==> src/rtl/mac_arbiter_pkg.sv <==
// Shared operand/result types and sizing for the MAC arbiter slice.
package ABC_parameter;

  localparam int WIDTH = 8;
  localparam int NREQ  = 2;

  typedef logic [WIDTH-1:0]   mac_op_t;
  typedef logic [2*WIDTH-1:0] mac_res_t;

endpackage

==> src/rtl/mac_arbiter_pipe.sv <==
// Two-stage multiply-add datapath (res = a*b + c) with valid/id sideband.
// Stage 1 holds the product and zero-extended addend, stage 2 holds the sum.
// Stage-2 data/id only load on a valid stage-1 entry, so they hold otherwise.
module mac_pipe
  import ABC_parameter::*;
(
  input  logic     clk,
  input  logic     reset,
  input  logic     in_valid_i,
  input  logic     in_id_i,
  input  mac_op_t  a_i,
  input  mac_op_t  b_i,
  input  mac_op_t  c_i,
  output logic     s1_valid_o,
  output logic     s1_id_o,
  output logic     out_valid_o,
  output logic     out_id_o,
  output mac_res_t out_data_o
);

  logic     v1_q, v1_d;
  logic     id1_q, id1_d;
  mac_res_t mul_q, mul_d;
  mac_res_t add_q, add_d;
  logic     v2_q, v2_d;
  logic     id2_q, id2_d;
  mac_res_t data_q, data_d;

  // Next-state for both stages; the full-width product cannot overflow 2*WIDTH bits.
  always_comb begin
    v1_d   = in_valid_i;
    id1_d  = id1_q;
    mul_d  = mul_q;
    add_d  = add_q;
    if (in_valid_i) begin
      id1_d = in_id_i;
      mul_d = mac_res_t'(a_i) * mac_res_t'(b_i);
      add_d = mac_res_t'(c_i);
    end
    v2_d   = v1_q;
    id2_d  = id2_q;
    data_d = data_q;
    if (v1_q) begin
      id2_d  = id1_q;
      data_d = mul_q + add_q;
    end
  end

  // Pipeline registers; reset discards anything in flight.
  always_ff @(posedge clk) begin
    if (reset) begin
      v1_q   <= 1'b0;
      id1_q  <= 1'b0;
      mul_q  <= '0;
      add_q  <= '0;
      v2_q   <= 1'b0;
      id2_q  <= 1'b0;
      data_q <= '0;
    end else begin
      v1_q   <= v1_d;
      id1_q  <= id1_d;
      mul_q  <= mul_d;
      add_q  <= add_d;
      v2_q   <= v2_d;
      id2_q  <= id2_d;
      data_q <= data_d;
    end
  end

  assign s1_valid_o  = v1_q;
  assign s1_id_o     = id1_q;
  assign out_valid_o = v2_q;
  assign out_id_o    = id2_q;
  assign out_data_o  = data_q;

endmodule

==> src/rtl/mac_arbiter.sv <==
// Round-robin arbiter sharing one mac_pipe between two requesters.
// Handshake: requester i transfers in a cycle where req_valid[i] & req_ready[i];
// req_ready is combinational from req_valid and the rr pointer, at most one bit
// is high, it is low while reset is high, and the result side never stalls.
module mac_arbiter
  import ABC_parameter::*;
#(
  parameter int CNT_W = 16
) (
  input  logic              clk,
  input  logic              reset,
  input  logic [NREQ-1:0]   req_valid,
  output logic [NREQ-1:0]   req_ready,
  input  mac_op_t           a0,
  input  mac_op_t           b0,
  input  mac_op_t           c0,
  input  mac_op_t           a1,
  input  mac_op_t           b1,
  input  mac_op_t           c1,
  output logic              res_valid,
  output logic              res_id,
  output mac_res_t          res_data,
  output logic [CNT_W-1:0]  done_cnt0,
  output logic [CNT_W-1:0]  done_cnt1
);

  logic             last_q, last_d;
  logic [CNT_W-1:0] cnt0_q, cnt0_d;
  logic [CNT_W-1:0] cnt1_q, cnt1_d;
  logic             grant0, grant1, xfer;
  mac_op_t          sel_a, sel_b, sel_c;
  logic             s1_valid, s1_id;

  // Grant: a lone requester wins; on a tie the one not served last wins.
  always_comb begin
    grant0    = req_valid[0] & (~req_valid[1] | last_q);
    grant1    = req_valid[1] & (~req_valid[0] | ~last_q);
    req_ready = reset ? 2'b00 : {grant1, grant0};
    xfer      = |req_ready;
    last_d    = xfer ? req_ready[1] : last_q;
    sel_a     = req_ready[1] ? a1 : a0;
    sel_b     = req_ready[1] ? b1 : b0;
    sel_c     = req_ready[1] ? c1 : c0;
  end

  mac_pipe u_pipe (
    .clk         (clk),
    .reset       (reset),
    .in_valid_i  (xfer),
    .in_id_i     (req_ready[1]),
    .a_i         (sel_a),
    .b_i         (sel_b),
    .c_i         (sel_c),
    .s1_valid_o  (s1_valid),
    .s1_id_o     (s1_id),
    .out_valid_o (res_valid),
    .out_id_o    (res_id),
    .out_data_o  (res_data)
  );

  // Counters advance on the same edge that presents a result, so each count
  // already includes the result currently on res_data; they wrap silently.
  always_comb begin
    cnt0_d = cnt0_q;
    cnt1_d = cnt1_q;
    if (s1_valid && !s1_id) cnt0_d = cnt0_q + CNT_W'(1);
    if (s1_valid &&  s1_id) cnt1_d = cnt1_q + CNT_W'(1);
  end

  // Pointer starts at 1 so requester 0 wins the first tie after reset.
  always_ff @(posedge clk) begin
    if (reset) begin
      last_q <= 1'b1;
      cnt0_q <= '0;
      cnt1_q <= '0;
    end else begin
      last_q <= last_d;
      cnt0_q <= cnt0_d;
      cnt1_q <= cnt1_d;
    end
  end

  assign done_cnt0 = cnt0_q;
  assign done_cnt1 = cnt1_q;

endmodule
==> config.mk <==
export PLATFORM = sky130hd
export DESIGN_NAME = mac_arbiter
export DESIGN_NICKNAME = d
export VERILOG_FILES = /design/src/rtl/mac_arbiter_pkg.sv /design/src/rtl/mac_arbiter_pipe.sv /design/src/rtl/mac_arbiter.sv
export SDC_FILE = /design/constraint.sdc
export NUM_CORES = 1
export LEC_CHECK = 0
export CAP_MARGIN = 20
export CORE_MARGIN = 2
export CORE_UTILIZATION = 45
export DETAILED_ROUTE_END_ITERATION = 6
export GPL_TIMING_DRIVEN = 0
export PLACE_DENSITY = 0.7
export SYNTH_ARGS = -nofsm -noshare
export SYNTH_HDL_FRONTEND = slang
export SYNTH_SLANG_ARGS = --single-unit
==> constraint.sdc <==
create_clock -name clk -period 14.8 [get_ports clk]
set_input_delay 1.48 -clock clk [delete_from_list [all_inputs] [get_ports clk]]
set_output_delay 1.48 -clock clk [all_outputs]
set_load 0.05 [all_outputs]
# == Word level (Yosys, flattened, before mapping) ==
# Index checks and enable logic that the tools add are counted.
# word_totals
word_cells,29
ff_bits,77
input_bits,52
# op_classes
add_sub_neg,3
n_mux,4
n_mul,1
n_bitwise,7
n_reduce_logical,4
# ops
cell,n
"16-bit by 1-bit adder with 16-bit output, second input constant",2
8-bit 2-to-1 mux,3
16-bit by 8-bit adder with 16-bit output,1
8-bit by 8-bit multiplier with 16-bit output,1
1-bit NOT,3
1-bit AND,2
1-bit logical AND,2
2-bit 2-to-1 mux,1
1-bit bitwise OR,2
2-bit OR reduction,1
1-bit zero test,1

# == Longest topological paths before layout ==
# depth
ltp_word,6
depth_mapped,20
mapped_depth_nobuf,19

# == By module ==
# A second synthesis with hierarchy kept.
# unflattened
hier_cells,690
area_unflattened_um2,6039.5
# modules_own_cells
mod,instances,seq_area_each_um2,cells_per_inst,area_per_inst_um2
mac_pipe,1,880.8,492,4257.8
mac_arbiter,1,660.6,198,1781.7

# == Worst setup path before layout ==
# OpenSTA, ideal clock, no wires.
# synth_path
kind,input -> register
from,in reset
to,reg u_pipe.mul_q[12]
required_ps,14738
stages,19
path_slack_ps,8477
setup_ps,62
n_path_buf,1
arrival_time_ps,6261
path_cell_list,inv_1 -> nand3_4 -> inv_2 -> buf_4 -> mux2i_1 -> or2_2 -> fa_1 -> fa_1 -> inv_1 -> fa_1 -> inv_1 -> fa_1 -> inv_1 -> ha_1 -> a21oi_1 -> and2_1 -> a21oi_1 -> or4_1 -> nand3_1
# synth_via
elab_chain_cells,3
word_cells_on_any_way,5
cone_classes,mul (1); mux (3); reduce/logical (1)
# synth_rtl
element,line,source
from (decl),mac_arbiter.sv:11,"input logic reset,"
2-bit 2-to-1 mux *,mac_arbiter.sv:38,"req_ready = reset ? 2'b00 : {grant1, grant0};"
named net u_pipe.in_id_i,mac_arbiter_pipe.sv:10,"input logic in_id_i,"
8-bit 2-to-1 mux (on tied branches),"mac_arbiter.sv:41, mac_arbiter.sv:42",
8-bit by 8-bit multiplier with 16-bit output,mac_arbiter_pipe.sv:37,mul_d = mac_res_t'(a_i) * mac_res_t'(b_i);
to (signal assigned),mac_arbiter_pipe.sv:62,mul_q <= mul_d;
to (decl),mac_arbiter_pipe.sv:23,"mac_res_t mul_q, mul_d;"
# The timed path passes the listed nets; every way through them passes the cells marked *.
# A chain may end at the register's enable or synchronous reset.

# == Worst setup path in the final report ==
# Same ends and word-level chain as after synthesis.

==> results.sh <==
export IMPL_antenna_found_initial=0
export IMPL_fp_coreArea_sq_um=12700
export IMPL_area_growth_syn_to_layout_pct=25.8
export IMPL_synth_top_cell_area_share=0.263
export IMPL_gr_total_overflow=0
export IMPL_ctsHoldBuffers=0
export IMPL_synthArstFlopShare=0
export IMPL_layout_min_cycle_time_ns=7.35
export IMPL_cts_buffers=9
export IMPL_multi_input_area_sq_um=3910
export IMPL_rsz0062_at_grt="false"
export IMPL_grt_pass1_wl_mm=23.2
export IMPL_num_fill_cells=1198
export IMPL_endpoint_kind="flop"
export IMPL_grt_pass1_vias=4985
export IMPL_fin_skew_ns=0.00526
export IMPL_io_pin_count=104
export IMPL_p_per_area_nw_per_um2=122
export IMPL_finalSetupViolCount=0
export IMPL_final_cell_mix="nor2_1 (105), clkdlybuf4s50_1 (103), dfxtp_1 (77), inv_1 (64), ha_1 (46)"
export IMPL_num_rows=41
export IMPL_drc=0
export IMPL_leakage_nw=3.02
export IMPL_ys_warn_count=0
export IMPL_drt_iter0_markers=287
export IMPL_track_usage=0.199
export IMPL_post_cts_buffers=0
export IMPL_synth_top_area_cell="dfxtp_1"
export IMPL_dr_wl_met2_mm=6.85
export IMPL_max_slew_margin=0.427
export IMPL_fmax_ghz=0.136
export IMPL_grt_max_degree=13
export IMPL_synth_edff_count=0
export IMPL_maxSlewViolCount=0
export IMPL_finalCritPeriodShare=0.497
export IMPL_ys_ff_latch=77
export IMPL_synth_area_leaders="dfxtp_1 (26%), fa_1 (13%), ha_1 (9.8%)"
export IMPL_wl_met3_microns=722
export IMPL_ys_dominant_reg_cell="dfxtp_1"
export IMPL_cts_htree_levels=3
export IMPL_layout_commonest_cell="nor2_1"
export IMPL_ys_seq_area_frac=0.263
export IMPL_initial_core_util=0.463
export IMPL_syn_cell_area_sq_um=5860
export IMPL_maxCapViolations=0
export IMPL_syn_area_per_cell_sq_um=8.60
export IMPL_worstSkewPairLatency_ns=0.34
export IMPL_n_antenna_cell=0
export IMPL_post_cts_resize_count=0
export IMPL_drive_gt1_frac=0.0588
export IMPL_via_per_inst=5.36
export IMPL_cts_tree="yes"
export IMPL_place_hpwl_mm=11.2
export IMPL_clk_path_buf_depth=2
export IMPL_synth_nets=817
export IMPL_gp_congestion=0.924
export IMPL_root_buffer="clkbuf_16"
export IMPL_tightest_slew_ns=0.836
export IMPL_finalWirelength_mm=14.1
export IMPL_crit_type="in -> reg"
export IMPL_hold_class="reg -> reg"
export IMPL_drtAntennaViolNets=0
export IMPL_wl_met1_mm=6.27
export IMPL_final_nets=931
export IMPL_dieArea_sq_um=14000
export IMPL_die_h_microns=118
export IMPL_synthCells=682
export IMPL_start_kind="input pin"
export IMPL_drt_wirelength_per_cell_microns=14.5
export IMPL_fin_util=0.582
export IMPL_path_clk_slew_ns=0.05
export IMPL_port_buffers=103
export IMPL_cp_max_fo=10
export IMPL_synth_cell_types=56
export IMPL_status="finished, final reports clean"
export IMPL_vias=5207
export IMPL_hold_violations=0
export IMPL_fin_setup_tns_ns=0
export IMPL_regArea_sq_um=1540
export IMPL_cts_sinks=77
export IMPL_critPathArrivalTime_ns=7.63
export IMPL_die_w_microns=118
export IMPL_top_layer_used="met4"
export IMPL_max_vdd_ir_drop_v=0.0000544
export IMPL_first_pass_iters=4
export IMPL_worstPathRequired_ns=15.07
report_power, final:
group          total [mW]  switching (mW)  internal [mW]
logic               0.454           0.261          0.192
registers           0.247          0.0175          0.230
clock network       0.197          0.0810          0.116
final timing paths:
check | end | cells after the start | slack [ns] | start
worst min register to register | u_pipe.mul_q[6]$_SDFFE_PP0P_ | 2 | 0.46 | u_pipe.mul_q[6]$_SDFFE_PP0P_
worst min-delay path | u_pipe.mul_q[6]$_SDFFE_PP0P_ | 2 | 0.46 | u_pipe.mul_q[6]$_SDFFE_PP0P_
worst max register to register | u_pipe.mul_q[12]$_SDFFE_PP0P_ | 19 | 8.99 | last_q$_SDFFE_PP1P_
worst max-delay path | u_pipe.mul_q[12]$_SDFFE_PP0P_ | 20 | 7.45 | reset
logic make-up (layout without fill, tap and decap cells):
group	Yosys count	in the layout	synth area share
fa+ha+maj	83	83	0.224
xor+xnor	35	35	0.0523
compound gates	108	108	0.124
buf+inv	92	210	0.0700
simple gates	257	257	0.215
flops	77	77	0.263
mux	30	30	0.0512
cell usage after synthesis (6+ instances only):
master,instances
xnor2_1,16
nand4_1,11
nand3_1,29
xor2_1,19
ha_1,46
nand2_1,33
dfxtp_1,77
a21o_1,7
and3_1,11
nor2_1,105
or2_2,13
fa_1,37
a211oi_1,12
or3_1,11
nor3b_1,7
nor3_1,10
and4_1,6
o21ai_0,15
o211ai_1,8
a21oi_1,35
inv_1,64
clkbuf_1,14
mux2i_1,30
flip-flops by register name, indices dropped and copies added (netlist names), 8 cells and up:
signal	cells
done_cnt0	16
done_cnt1	16
u_pipe.mul_q	16
u_pipe.out_data_o	16
u_pipe.add_q	8
critical path, cell delays in order:
cell and delay (ns):
clkdlybuf4s50_1 0.48, inv_1 0.27, nand3_4 0.22, inv_2 0.21, buf_4 0.24, mux2i_1 0.68, or2_2 0.25, fa_1 0.45
fa_1 0.54, inv_1 0.05, fa_1 0.52, inv_1 0.05, fa_1 0.52, inv_1 0.04, ha_1 0.36, a21oi_1 0.29
and2_1 0.24, a21oi_1 0.09, or4_1 0.51, nand3_1 0.10
per-layer routing:
metal	GRT usage	vias up
met3	0.0391	25
met5	0	-
met2	0.353	165
met4	0.0617	0
li1	-	2575
met1	0.242	2442
layout make-up:
class,instances,share of cell area
buffer,26,0.0220
multi-input combinational,513,0.530
timing repair buffer,103,0.140
clock buffer,11,0.0329
clock inverter,4,0.00339
inverter,66,0.0336
tap,172,0.0292
sequential,77,0.209
metrics by stage:
stage / instances / instance area [sq um] / hold slack, ns / total power [mW] / setup WS (ns)
floorplan: 682 / 5860 / 0.436 / 0.594 / 8.48
finish: 972 / 7380 / 0.460 / 0.898 / 7.45
global placement: 957 / 7110 / 0.447 / 0.688 / 7.29
global route: 972 / 7380 / 0.476 / 0.972 / 7.14
CTS: 972 / 7380 / 0.463 / 0.900 / 7.55
detailed placement: 957 / 7110 / 0.457 / 0.701 / 7.20
No activity file was read; power rests on OpenSTA's default activity.
